==> config.mk <==
export PLATFORM = sky130hd
export DESIGN_NAME = sipo_word_assembler_flat
export DESIGN_NICKNAME = d
export VERILOG_FILES = /design/src/rtl/sipo_word_assembler_pkg.sv /design/src/rtl/sipo_word_assembler_if.sv /design/src/rtl/sipo_word_assembler_word_fifo2.sv /design/src/rtl/sipo_word_assembler.sv /design/src/flat_wrapper.sv
export SDC_FILE = /design/constraint.sdc
export NUM_CORES = 1
export LEC_CHECK = 0
export BUFFER_PORTS_ARGS = -buffer_cell sky130_fd_sc_hd__clkbuf_2
export CORE_AREA = 3 3 45 43
export CTS_CLUSTER_SIZE = 20
export DETAILED_ROUTE_END_ITERATION = 8
export DIE_AREA = 0 0 48 46
export PLACE_DENSITY = 0.76
export SYNTH_ARGS = -nofsm -noshare
export SYNTH_HDL_FRONTEND = slang
export SYNTH_SLANG_ARGS = --single-unit
==> constraint.sdc <==
create_clock -name clk -period 5.1 [get_ports clk]
set_input_delay 0.765 -clock clk [delete_from_list [all_inputs] [get_ports clk]]
set_output_delay 0.765 -clock clk [all_outputs]
set_load 0.1 [all_outputs]
==> src/rtl/sipo_word_assembler_pkg.sv <==
`default_nettype none
// ============================================================================
// Module   : sipo_word_assembler_pkg
// Brief    : Shared constants for the serial-to-word assembler and its
//            output buffer. The default width matches the upstream
//            parallel-load shift register.
// Revision : 1.0 - initial release
// ============================================================================
package sipo_word_assembler_pkg;

  // Word width shared with the upstream shift register.
  localparam int C_DEFAULT_WIDTH = 4;

  // Number of completed words the output buffer can hold.
  localparam int C_BUF_DEPTH = 2;

endpackage : sipo_word_assembler_pkg
`default_nettype wire

==> src/rtl/sipo_word_assembler_if.sv <==
`default_nettype none
// ============================================================================
// Module   : sipo_word_assembler_if
// Brief    : Bundles the serial input side and the word valid/ready side
//            of the assembler. The slave modport is the assembler's view;
//            master is the view of whatever drives and consumes it.
// Revision : 1.0 - initial release
// ============================================================================
interface sipo_word_assembler_if
  import sipo_word_assembler_pkg::*;
#(
  parameter int WIDTH = C_DEFAULT_WIDTH
);

  // Serial side
  logic                       bit_valid;
  logic                       bit_in;
  logic                       clr;

  // Word side
  logic [WIDTH-1:0]           word_out;
  logic                       word_valid;
  logic                       word_ready;

  // Status
  logic [$clog2(WIDTH)-1:0]   bit_count;
  logic                       overflow;

  modport slave (
    input  bit_valid,
    input  bit_in,
    input  clr,
    input  word_ready,
    output word_out,
    output word_valid,
    output bit_count,
    output overflow
  );

  modport master (
    output bit_valid,
    output bit_in,
    output clr,
    output word_ready,
    input  word_out,
    input  word_valid,
    input  bit_count,
    input  overflow
  );

endinterface : sipo_word_assembler_if
`default_nettype wire

==> src/rtl/sipo_word_assembler_word_fifo2.sv <==
`default_nettype none
// ============================================================================
// Module   : word_fifo2
// Brief    : Two-entry synchronous FIFO. A push while full is accepted only
//            if a pop happens on the same edge; the head reads 0 when empty.
// Revision : 1.0 - initial release
// ============================================================================
module word_fifo2
  import sipo_word_assembler_pkg::*;
#(
  parameter int WIDTH = C_DEFAULT_WIDTH
) (
  input  wire logic             clk,
  input  wire logic             rst,
  input  wire logic             push,
  input  wire logic [WIDTH-1:0] push_data,
  input  wire logic             pop,
  output logic      [WIDTH-1:0] head,
  output logic                  empty,
  output logic                  full
);

  logic [WIDTH-1:0] mem_q [C_BUF_DEPTH];
  logic             wr_ptr_q, wr_ptr_d;
  logic             rd_ptr_q, rd_ptr_d;
  logic [1:0]       cnt_q, cnt_d;

  logic             w_do_push;
  logic             w_do_pop;

  assign empty = (cnt_q == 2'd0);
  assign full  = (cnt_q == 2'(C_BUF_DEPTH));

  // When full, the write slot is the head slot; it is only overwritten
  // on the same edge that pops it.
  assign w_do_push = push && (!full || pop);
  assign w_do_pop  = pop && !empty;

  assign head = empty ? '0 : mem_q[rd_ptr_q];

  // Next pointer and occupancy values.
  always_comb begin
    wr_ptr_d = wr_ptr_q ^ w_do_push;
    rd_ptr_d = rd_ptr_q ^ w_do_pop;
    cnt_d    = cnt_q;
    case ({w_do_push, w_do_pop})
      2'b10:   cnt_d = cnt_q + 2'd1;
      2'b01:   cnt_d = cnt_q - 2'd1;
      default: cnt_d = cnt_q;
    endcase
  end

  // Pointer, occupancy and storage registers.
  always_ff @(posedge clk) begin
    if (rst) begin
      wr_ptr_q <= 1'b0;
      rd_ptr_q <= 1'b0;
      cnt_q    <= 2'd0;
      for (int i = 0; i < C_BUF_DEPTH; i++) begin
        mem_q[i] <= '0;
      end
    end else begin
      wr_ptr_q <= wr_ptr_d;
      rd_ptr_q <= rd_ptr_d;
      cnt_q    <= cnt_d;
      if (w_do_push) begin
        mem_q[wr_ptr_q] <= push_data;
      end
    end
  end

endmodule : word_fifo2
`default_nettype wire

==> src/rtl/sipo_word_assembler.sv <==
`default_nettype none
// ============================================================================
// Module   : sipo_word_assembler
// Brief    : Collects a serial bit stream MSB-first into WIDTH-bit words and
//            offers them through a two-entry buffer on a valid/ready port.
//            The serial side cannot stall, so a word completed while the
//            buffer is full and not draining is dropped and flagged.
// Revision : 1.0 - initial release
// ============================================================================
module sipo_word_assembler
  import sipo_word_assembler_pkg::*;
#(
  parameter int WIDTH = C_DEFAULT_WIDTH
) (
  input  wire logic             clk,
  input  wire logic             rst,
  sipo_word_assembler_if.slave  bus
);

  localparam int C_CNT_W = $clog2(WIDTH);

  // Only the low WIDTH-1 bits of the partial word are ever needed: the
  // completing bit is taken straight from the input.
  logic [WIDTH-2:0]   shreg_q, shreg_d;
  logic [C_CNT_W-1:0] cnt_q, cnt_d;
  logic               ovf_q, ovf_d;

  logic               w_last;
  logic               w_accept;
  logic               w_complete;
  logic [WIDTH-1:0]   w_word;
  logic               w_pop;
  logic               w_drop;
  logic [WIDTH-1:0]   w_head;
  logic               w_empty;
  logic               w_full;

  assign w_last     = (cnt_q == C_CNT_W'(WIDTH - 1));
  assign w_accept   = bus.bit_valid && !bus.clr;
  assign w_complete = w_accept && w_last;
  assign w_word     = {shreg_q, bus.bit_in};
  assign w_pop      = !w_empty && bus.word_ready;
  assign w_drop     = w_complete && w_full && !w_pop;

  // Shifter, bit counter and sticky overflow next-state.
  always_comb begin
    shreg_d = shreg_q;
    cnt_d   = cnt_q;
    ovf_d   = ovf_q | w_drop;
    if (bus.clr) begin
      shreg_d = '0;
      cnt_d   = '0;
    end else if (bus.bit_valid) begin
      shreg_d = (WIDTH - 1)'({shreg_q, bus.bit_in});
      cnt_d   = w_last ? '0 : cnt_q + 1'b1;
    end
  end

  // State registers; reset discards the partial word and the flag.
  always_ff @(posedge clk) begin
    if (rst) begin
      shreg_q <= '0;
      cnt_q   <= '0;
      ovf_q   <= 1'b0;
    end else begin
      shreg_q <= shreg_d;
      cnt_q   <= cnt_d;
      ovf_q   <= ovf_d;
    end
  end

  word_fifo2 #(
    .WIDTH (WIDTH)
  ) u_fifo (
    .clk       (clk),
    .rst       (rst),
    .push      (w_complete),
    .push_data (w_word),
    .pop       (w_pop),
    .head      (w_head),
    .empty     (w_empty),
    .full      (w_full)
  );

  assign bus.word_out   = w_head;
  assign bus.word_valid = !w_empty;
  assign bus.bit_count  = cnt_q;
  assign bus.overflow   = ovf_q;

endmodule : sipo_word_assembler
`default_nettype wire

==> src/flat_wrapper.sv <==
// flat-port wrapper written by rule: the top's interface ports become plain ports
module sipo_word_assembler_flat import sipo_word_assembler_pkg::*;
#(
  parameter int WIDTH = C_DEFAULT_WIDTH
)
  (clk, rst, bus_bit_valid, bus_bit_in, bus_clr, bus_word_ready, bus_word_out, bus_word_valid, bus_bit_count, bus_overflow);
  sipo_word_assembler_if #(.WIDTH(WIDTH)) bus_i ();
  input  wire logic clk;
  input  wire logic rst;
  input wire logic [$bits(bus_i.bit_valid)-1:0] bus_bit_valid;
  input wire logic [$bits(bus_i.bit_in)-1:0] bus_bit_in;
  input wire logic [$bits(bus_i.clr)-1:0] bus_clr;
  input wire logic [$bits(bus_i.word_ready)-1:0] bus_word_ready;
  output wire logic [$bits(bus_i.word_out)-1:0] bus_word_out;
  output wire logic [$bits(bus_i.word_valid)-1:0] bus_word_valid;
  output wire logic [$bits(bus_i.bit_count)-1:0] bus_bit_count;
  output wire logic [$bits(bus_i.overflow)-1:0] bus_overflow;
  assign bus_i.bit_valid = bus_bit_valid;
  assign bus_i.bit_in = bus_bit_in;
  assign bus_i.clr = bus_clr;
  assign bus_i.word_ready = bus_word_ready;
  assign bus_word_out = bus_i.word_out;
  assign bus_word_valid = bus_i.word_valid;
  assign bus_bit_count = bus_i.bit_count;
  assign bus_overflow = bus_i.overflow;
  sipo_word_assembler #(.WIDTH(WIDTH)) u_core (.clk(clk), .rst(rst), .bus(bus_i));
endmodule
**Word-level counts from Yosys, hierarchy flattened**

Memories as Yosys holds them, arrays and structs flattened. A register that Yosys moved wholly into a read port is not among the register bits.
Cells that the tools add are included.
Widths: inputs -> output; s select.

- Add/sub/neg operators: 3
- Equality and inequality tests: 4
- Mux-type cells: 12
- Bitwise operators: 3
- Reductions and logical operators: 16

Operators by type and width:

| cell | number |
|---|---|
| $mux 1 | 8 |
| $mux 4 | 2 |
| $logic_and 1x1->1 | 7 |
| $eq 2x2->1 const B | 3 |
| $add 2x1->2 const B | 2 |
| $logic_not 1->1 | 4 |
| $pmux 2 s2 | 1 |
| $reduce_or 4->1 | 1 |
| $eq 2x1->1 const B | 1 |
| $logic_not 2->1 | 1 |
| $mux 2 | 1 |
| $reduce_bool 2->1 | 1 |
| $reduce_or 2->1 | 1 |
| $sub 2x1->2 const B | 1 |
| $xor 1x1->1 | 2 |
| $logic_or 1x1->1 | 1 |
| $or 1x1->1 | 1 |

- Bits in registers: 10
- Memory bits (writable): 8
- Bits of input ports: 6
- Output and inout port bits: 8
- Word-level logic and storage cells: 45
- Memories kept: 1

Memories:

| name | depth | bits a word | read ports | clocked after Yosys merged registers in | write ports | RTL line | RTL |
|---|---|---|---|---|---|---|---|
| u_core.u_fifo.mem_q | 2 | 4 | 1 | 1 | 2 | sipo_word_assembler_word_fifo2.sv:23 | `logic [WIDTH-1:0] mem_q [C_BUF_DEPTH];` |

**Logic depth before layout (Yosys ltp)**

Gate-level depths: netlist of run 1.

- Depth in word-level cells: 10
- Gate-level depth with buffers: 9

**By module**

A second synthesis of run 1 with hierarchy kept.

- Cell total of the unflattened synthesis: 77
- Area total of the unflattened synthesis: 838.3 µm²

By module, submodules not included:

| module | times used | cells each | area each (µm²) |
|---|---|---|---|
| word_fifo2 | 1 | 51 | 566.8 |
| sipo_word_assembler | 1 | 26 | 271.5 |

**Worst setup path before layout of run 1**

OpenSTA, ideal clock, no wires.

- Path type: reg2out
- Start: register, netlist name u_core.u_fifo.rd_ptr_q
- End: output bus_word_out[0]
- Arrival: 1.906 ns
- Path slack: 2.429 ns
- Cell stages (with the launch flop): 4
- Cell sequence: dfxtp_1 clkbuf_1 mux2i_1 nor2_1

RTL lines:

| item | RTL line | RTL |
|---|---|---|
| end, declared | flat_wrapper.sv:14 | `output wire logic [$bits(bus_i.word_out)-1:0] bus_word_out;` |

==> impl_metrics.tcl, run 1 <==
set metrics [dict create \
    critPathMaxFanout 5 \
    hold-worst-slack_ns 0.4800 \
    globalRoute.totalOverflow 0 \
    drt-total-wl_um 1343 \
    grt_antenna_before_repair 0 \
    wl_per_cell_um 13.04 \
    synth_area_per_cell_um2 11.18 \
    worst_ep_required_time_ns 4.34 \
    grt_util_met3_pct 4.743 \
    clockBufferDepth 2 \
    timing.final.setup_violations 0 \
    max_cap_viol_count 0 \
    synth_cell_types 25 \
    path_class "reg2out" \
    power_per_cell_area_nw_per_um2 260.0 \
    period_needed_ns 2.231 \
    numPortBuffers 13 \
    worstSetupEndpointType "output pin" \
    core_area_um2 1464 \
    synth-warning-count 0 \
    cpMaxStageDelayCell "dfxtp_1" \
    total_leakage_power_nw 0.4166 \
    postCtsSetupBuffers 0 \
    rsz_0062_raised_after_global_routing "no" \
    regToRegStartpoint "u_core.u_fifo.cnt_q[1]$_SDFFE_PP0P_" \
    clock_power_share_pct 29.2 \
    max_slew_margin_pct 64.08 \
    detail-route-antenna-nets 0 \
    vias_per_cell 5.534 \
    min_period_over_period_pct 43.75 \
    most_common_library_cell_in_the_layout_ignoring_fill_and_taps "clkbuf_2" \
    drive_gt1_share_pct 30.68 \
    root_buffer "clkbuf_4" \
    gp_congestion 0.7105 \
    synthToLayoutAreaGrowth_pct 10.30 \
    critPathTopFamily "flip-flops" \
    tightest_slew_ns 0.5411 \
    synth_seq_cells 18 \
    detail_route.drc_violations 0 \
    crit_start "u_core.u_fifo.rd_ptr_q$_SDFF_PP0_" \
    cts_tree "yes" \
    post_cts_hold_buffer_count 0 \
    combinational_family_with_the_most_area_after_synthesis "simple AND/OR/NAND/NOR gates" \
    cts.reportedPaths.clkPinSlew_ns 0.10 \
    cts_made_buffers 3 \
    max_transition_viols_final 0 \
    timing.critical_path.to "bus_word_out[0]" \
    power.share.switching_pct 22.45 \
    synth_compound_area_share_pct 4.328 \
    layout.cell_area.non_filler_um2 924.6 \
    floorplan.die.width_um 48 \
    final_hold_viol_count 0 \
    yosys.area_share.xor_xnor_pct 3.134 \
    outcome "completed" \
    achievable-frequency_mhz 448.2 \
    hpwlAfterDp_um 1057 \
    num_vias 570 \
    dr.pass1.iters 4 \
    cts_max_level 1 \
    synth-adder-area-share_pct 2.985 \
    worst-path-stages 3 \
    total_routing_usage_reported_by_global_routing_pct 15.69 \
    finalNetCount 97 \
    die_h_um 46 \
    area_enclosed_by_the_die_boundary_um2 2208 \
    setup_ws_ns 2.869 \
    boundaryPins 14 \
    sequential_element_share_of_the_synthesized_area_pct 52.54 \
    busiest_layer "met2" \
    cpPeakStageDelay_ns 0.49 \
    holdCritPathClass "reg2reg" \
    irDropWorstVdd_mv 0.1293 \
    first_global_vias 534 \
    pin_count_of_the_biggest_net_entering_global_routing 14 \
    clk-insertion-delay-late_ns 0.29 \
    insertedDiodeCount 0 \
    timing.critical_path.cells "mux2i_1, nor2_1, clkbuf_2" \
    seqPwrFrac_pct 64.3 \
    worstReg2RegEnd "u_core.u_fifo.cnt_q[1]$_SDFFE_PP0P_" \
    detailed_place.area_um2 898.4 \
    post_cts_resize_count 0 \
    grt_use_met2_pct 24.27 \
    layout.filler_cells 131 \
    combinationalPowerShare_pct 6.6 \
    post_synth_instance_area_um2 838.3 \
    drt_iter0_drc 13 \
    final.setup_skew_ns 0.0009546 \
    power.switching_mw 0.05398 \
    totalNegativeSetupSlack_ns 0 \
    std_cell_rows 13 \
    critical_path.startpoint_type "flop" \
    initial_utilization_pct 57.26 \
    yosys.area_share.simple_pct 19.70 \
    reg2reg_setup_slack_ns 3.24 \
    cts.sinks 18 \
    synth.mux.area_fraction_pct 12.54 \
    cellInternalPower_mw 0.1864 \
    worst_r2r_path_depth 6 \
    synth_cells 75 \
    post-place-ws_ns 2.788 \
    critical_path_arrival_ns 1.47 \
    mostFrequentLayoutCells "13 x clkbuf_2, 11 x nor2_1, 10 x dfxtp_1" \
    mappedNetlistNets 83 \
    grt_pass1_wl_um 2304 \
    worst-path-buf-inv 1 \
    use_met1_pct 18.58 \
]
## flip-flops by register name (all words and copies together) (netlist names)
name and count:
u_core.u_fifo.mem_q 8, u_core.u_fifo.rd_ptr_q 1, u_core.shreg_q 3, u_core.bus.bit_count 2, u_core.u_fifo.wr_ptr_q 1, u_core.u_fifo.cnt_q 2
u_core.bus.overflow 1
## power groups by stage
stage                     Combinational [mW]  Clock (mW)  Sequential, mW
final                                 0.0158      0.0701           0.154
after global routing                  0.0177      0.0788           0.155
after CTS                             0.0161      0.0740           0.155
after detailed placement              0.0160           0           0.158
after global placement                0.0156           0           0.158
after floorplan                      0.00780           0           0.161
## routing by layer
metal | up-vias | part of all wire, %
li1 | 292 | -
met1 | 261 | 45
met4 | 0 | 0.89
met2 | 15 | 49
met5 | - | 0
met3 | 2 | 4.1
## metrics by stage
| stage | power, mW | utilization [%] | std cells |
|---|---|---|---|
| floorplan | 0.1690 | - | 75 |
| global placement | 0.1733 | 61.37 | 99 |
| detailed placement | 0.1739 | 61.37 | 99 |
| CTS | 0.2446 | 63.16 | 103 |
| global route | 0.2514 | 63.16 | 103 |
| finish | 0.2404 | 63.16 | 103 |
## worst reg2reg max path, cell delays in order, from the launching register on
cell and delay (ns):
dfxtp_1 0.43, or3b_1 0.37, and2_4 0.21, inv_6 0.06, ha_1 0.25, or3_1 0.35, a21oi_1 0.13
## worst min-delay path by stage
| stage | from | end | slack, ns | cells past startpoint |
|---|---|---|---|---|
| after global routing | u_core.bus.overflow$_SDFF_PP0_ | u_core.bus.overflow$_SDFF_PP0_ | 0.53 | 2 |
| after detailed placement | u_core.bus.overflow$_SDFF_PP0_ | u_core.bus.overflow$_SDFF_PP0_ | 0.47 | 2 |
| after CTS | u_core.bus.overflow$_SDFF_PP0_ | u_core.bus.overflow$_SDFF_PP0_ | 0.49 | 2 |
| after global placement | u_core.bus.overflow$_SDFF_PP0_ | u_core.bus.overflow$_SDFF_PP0_ | 0.46 | 2 |
| after floorplan | u_core.u_fifo.cnt_q[1]$_SDFFE_PP0P_ | u_core.u_fifo.cnt_q[1]$_SDFFE_PP0P_ | 0.49 | 2 |
| final | u_core.bus.overflow$_SDFF_PP0_ | u_core.bus.overflow$_SDFF_PP0_ | 0.48 | 2 |
## Yosys cell counts
library cell / instances / area share, %
a21o_1: 1 / 0.90
a21oi_1: 1 / 0.60
a31oi_1: 1 / 0.75
and2_4: 1 / 1.0
and3_2: 8 / 7.2
and3b_1: 1 / 1.0
buf_2: 1 / 0.60
buf_6: 1 / 1.3
clkbuf_1: 2 / 0.90
dfxtp_1: 10 / 24
edfxtp_1: 8 / 29
ha_1: 2 / 3.0
inv_1: 2 / 0.90
inv_6: 1 / 1.0
mux2_4: 1 / 1.8
mux2i_1: 9 / 11
nor2_1: 11 / 4.9
nor2b_1: 1 / 0.75
nor3_1: 5 / 3.0
o21ai_0: 2 / 1.2
o21bai_1: 1 / 0.90
or3_1: 1 / 0.75
or3b_1: 1 / 1.0
xnor2_1: 1 / 1.0
xor2_1: 2 / 2.1
## cell type report
cell class,instances,area [um^2],share of cell area (%)
flip-flops and latches,18,440.4,47.63
multi-input cells,50,357.8,38.70
repair buffers,13,65.06,7.037
clock buffers,3,22.52,2.436
well taps,15,18.77,2.030
inverters,3,16.27,1.759
clock inverters,1,3.754,0.4060
## cells by family (layout without fill, tap and decap cells)
family | Yosys count | count (layout)
AO/OA/AOI/OAI | 6 | 6
XOR/XNOR | 3 | 3
adder cells (fa/ha/maj) | 2 | 2
buffers and inverters | 7 | 20
flip-flops | 18 | 18
multiplexers | 10 | 10
AND/OR/NAND/NOR | 29 | 29
(Power assumes the default switching activity.)
==> inputs of run 2 (changes only) <==
CORE_AREA = 3 3 49 47   (was 3 3 45 43)
DIE_AREA = 0 0 52 50   (was 0 0 48 46)
PLACE_DENSITY = 0.67   (was 0.76)
clock period = 2.05 ns   (was 5.1 ns; I/O delays follow)
==> impl_metrics.tcl, run 2 (synthesized netlist as in run 1, its figures left out) <==
set metrics [dict create \
    outcome "completed" \
    floorplan.die.width_um 52 \
    detail_route.drc_violations 0 \
    final_hold_viol_count 0 \
    layout.filler_cells 177 \
    cpPeakStageDelay_ns 0.42 \
    timing.hold.worst.start "bus_clr" \
    cts_made_buffers 3 \
    total_leakage_power_nw 0.4210 \
    cellInternalPower_mw 0.4702 \
    max_slew_margin_pct 64.17 \
    finalNetCount 98 \
    power.share.switching_pct 22.46 \
    worst_ep_required_time_ns 2.28 \
    largest_register_ff_count 8 \
    max_transition_viols_final 0 \
    drive_gt1_share_pct 38.20 \
    drt-total-wl_um 1372 \
    worstReg2RegEnd "u_core.u_fifo.cnt_q[1]$_SDFFE_PP0P_" \
    dr.pass1.iters 4 \
    power.switching_mw 0.1362 \
    holdCritPathClass "in2reg" \
    drt_iter0_drc 3 \
    postCtsSetupBuffers 0 \
    hpwlAfterDp_um 1036 \
    wl_per_cell_um 12.04 \
    pin_count_of_the_biggest_net_entering_global_routing 14 \
    clock_power_share_pct 29.7 \
    dp.cells 110 \
    rsz_0062_raised_after_global_routing "no" \
    worstSetupEndpointType "flop" \
    min_period_over_period_pct 90.56 \
    area_enclosed_by_the_die_boundary_um2 2600 \
    finish.cell_count_without_fillers 114 \
    std_cell_rows 15 \
    first_global_vias 527 \
    grt_pass1_wl_um 2270 \
    cts_tree "yes" \
    power_per_cell_area_nw_per_um2 633.5 \
    critical_path.startpoint_type "flop" \
    biggestRegsByFlops "u_core.u_fifo.mem_q: 8 flops, u_core.shreg_q: 3 flops" \
    clk-insertion-delay-late_ns 0.29 \
    seqPwrFrac_pct 63.4 \
    min_delay_worst_endpoint "u_core.bus.bit_count[0]$_SDFFE_PP0P_" \
    final.setup_skew_ns 0.003972 \
    clockBufferDepth 2 \
    total_routing_usage_reported_by_global_routing_pct 11.81 \
    cts.sinks 18 \
    critical_path_arrival_ns 2.08 \
    globalRoute.totalOverflow 0 \
    combinationalPowerShare_pct 6.9 \
    core_area_um2 1858 \
    report.power.total_mw 0.6064 \
    detail-route-antenna-nets 0 \
    grt_antenna_before_repair 0 \
    cts.reportedPaths.clkPinSlew_ns 0.10 \
    layout.cell_area.non_filler_um2 957.2 \
    period_needed_ns 1.857 \
    timing.critical_path.cells "or3b_1, and2_4, inv_6, ha_1, or3_1, a21oi_1" \
    reg2reg_setup_slack_ns 0.19 \
    numPortBuffers 13 \
    cts_max_level 1 \
    worst_r2r_path_depth 6 \
    critPathMaxFanout 10 \
    vias_per_cell 5.026 \
    synthToLayoutAreaGrowth_pct 14.18 \
    most_common_library_cell_in_the_layout_ignoring_fill_and_taps "clkbuf_2" \
    initial_utilization_pct 45.12 \
    regToRegStartpoint "u_core.u_fifo.cnt_q[1]$_SDFFE_PP0P_" \
    irDropWorstVdd_mv 0.5238 \
    max_cap_viol_count 0 \
    num_vias 573 \
    boundaryPins 14 \
    gp_congestion 0.6357 \
    achievable-frequency_mhz 538.6 \
    path_class "reg2reg" \
    post_cts_resize_count 0 \
    post_cts_hold_buffer_count 0 \
    detailed_place.area_um2 930.9 \
    hold_depth 2 \
    root_buffer "clkbuf_4" \
    tightest_slew_ns 0.5398 \
    die_h_um 50 \
    post-route-util_pct 51.52 \
    cpMaxStageDelayCell "dfxtp_1" \
    totalNegativeSetupSlack_ns 0 \
    timing.final.setup_violations 0 \
    insertedDiodeCount 0 \
    largest_register "u_core.u_fifo.mem_q" \
    mostFrequentLayoutCells "13 x clkbuf_2, 9 x mux2i_1, 8 x and3_2, 8 x dfxtp_1, 8 x edfxtp_1" \
]
-- run 2: cell count changes in the layout (fill, tap and decap cells not counted), sizes merged --
cell    change
buf         +1
clkbuf      +1
clkinv      -1
-- run 2: power by group through the flow --
stage	clock [mW]	combinational [mW]	sequential (mW)
3_5_place_dp	0	0.0419	0.393
2_1_floorplan	0	0.0199	0.401
4_1_cts	0.184	0.0422	0.385
6_report	0.180	0.0416	0.385
5_1_grt	0.203	0.0454	0.386
3_3_place_gp	0	0.0415	0.393
-- run 2: metal layers --
| layer | vias up | track usage, % | wire length [um] |
|---|---|---|---|
| li1 | 292 | - | - |
| met1 | 269 | 14.93 | 661 |
| met2 | 10 | 18.83 | 650 |
| met3 | 2 | 2.719 | 47 |
| met4 | 0 | 5.240 | 12 |
| met5 | - | 0 | 0 |
-- run 2: worst max-delay path: cells and delay by family, from the launching register on --
kind | cells | cell delay (ns)
and+or+nand+nor | 3 | 0.93
DFF | 1 | 0.42
adders and majority gates | 1 | 0.25
AOI/OAI and AO/OA | 1 | 0.13
buffers and inverters | 1 | 0.06
-- run 2: area by class of cell --
class                   count  area, um^2  share of cell area [%]
clock buffers               4       26.28                   2.745
inverters                   3       16.27                   1.699
multi-input cells          50       367.9                   38.43
flip-flops and latches     18       442.9                   46.27
well taps                  25       31.28                   3.268
repair buffers             14       72.57                   7.582
-- run 2: worst max-delay path by stage --
stage                                               from                             endpoint
global route         u_core.u_fifo.cnt_q[0]$_SDFFE_PP0P_                       bus_word_valid
detailed placement                        bus_word_ready  u_core.u_fifo.cnt_q[1]$_SDFFE_PP0P_
CTS                  u_core.u_fifo.cnt_q[0]$_SDFFE_PP0P_                       bus_word_valid
finish               u_core.u_fifo.cnt_q[1]$_SDFFE_PP0P_  u_core.u_fifo.cnt_q[1]$_SDFFE_PP0P_
global placement                          bus_word_ready  u_core.u_fifo.cnt_q[1]$_SDFFE_PP0P_
floorplan           u_core.bus.bit_count[0]$_SDFFE_PP0P_  u_core.u_fifo.cnt_q[1]$_SDFFE_PP0P_
-- run 2: through the flow --
step                      worst slack (ns)  hold WS (ns)
final                               0.1935        0.2510
after global routing               0.09350        0.2417
after CTS                           0.1661        0.2512
after detailed placement            0.2267        0.4704
after global placement              0.2588        0.4497
after floorplan                    -0.1384        0.3793
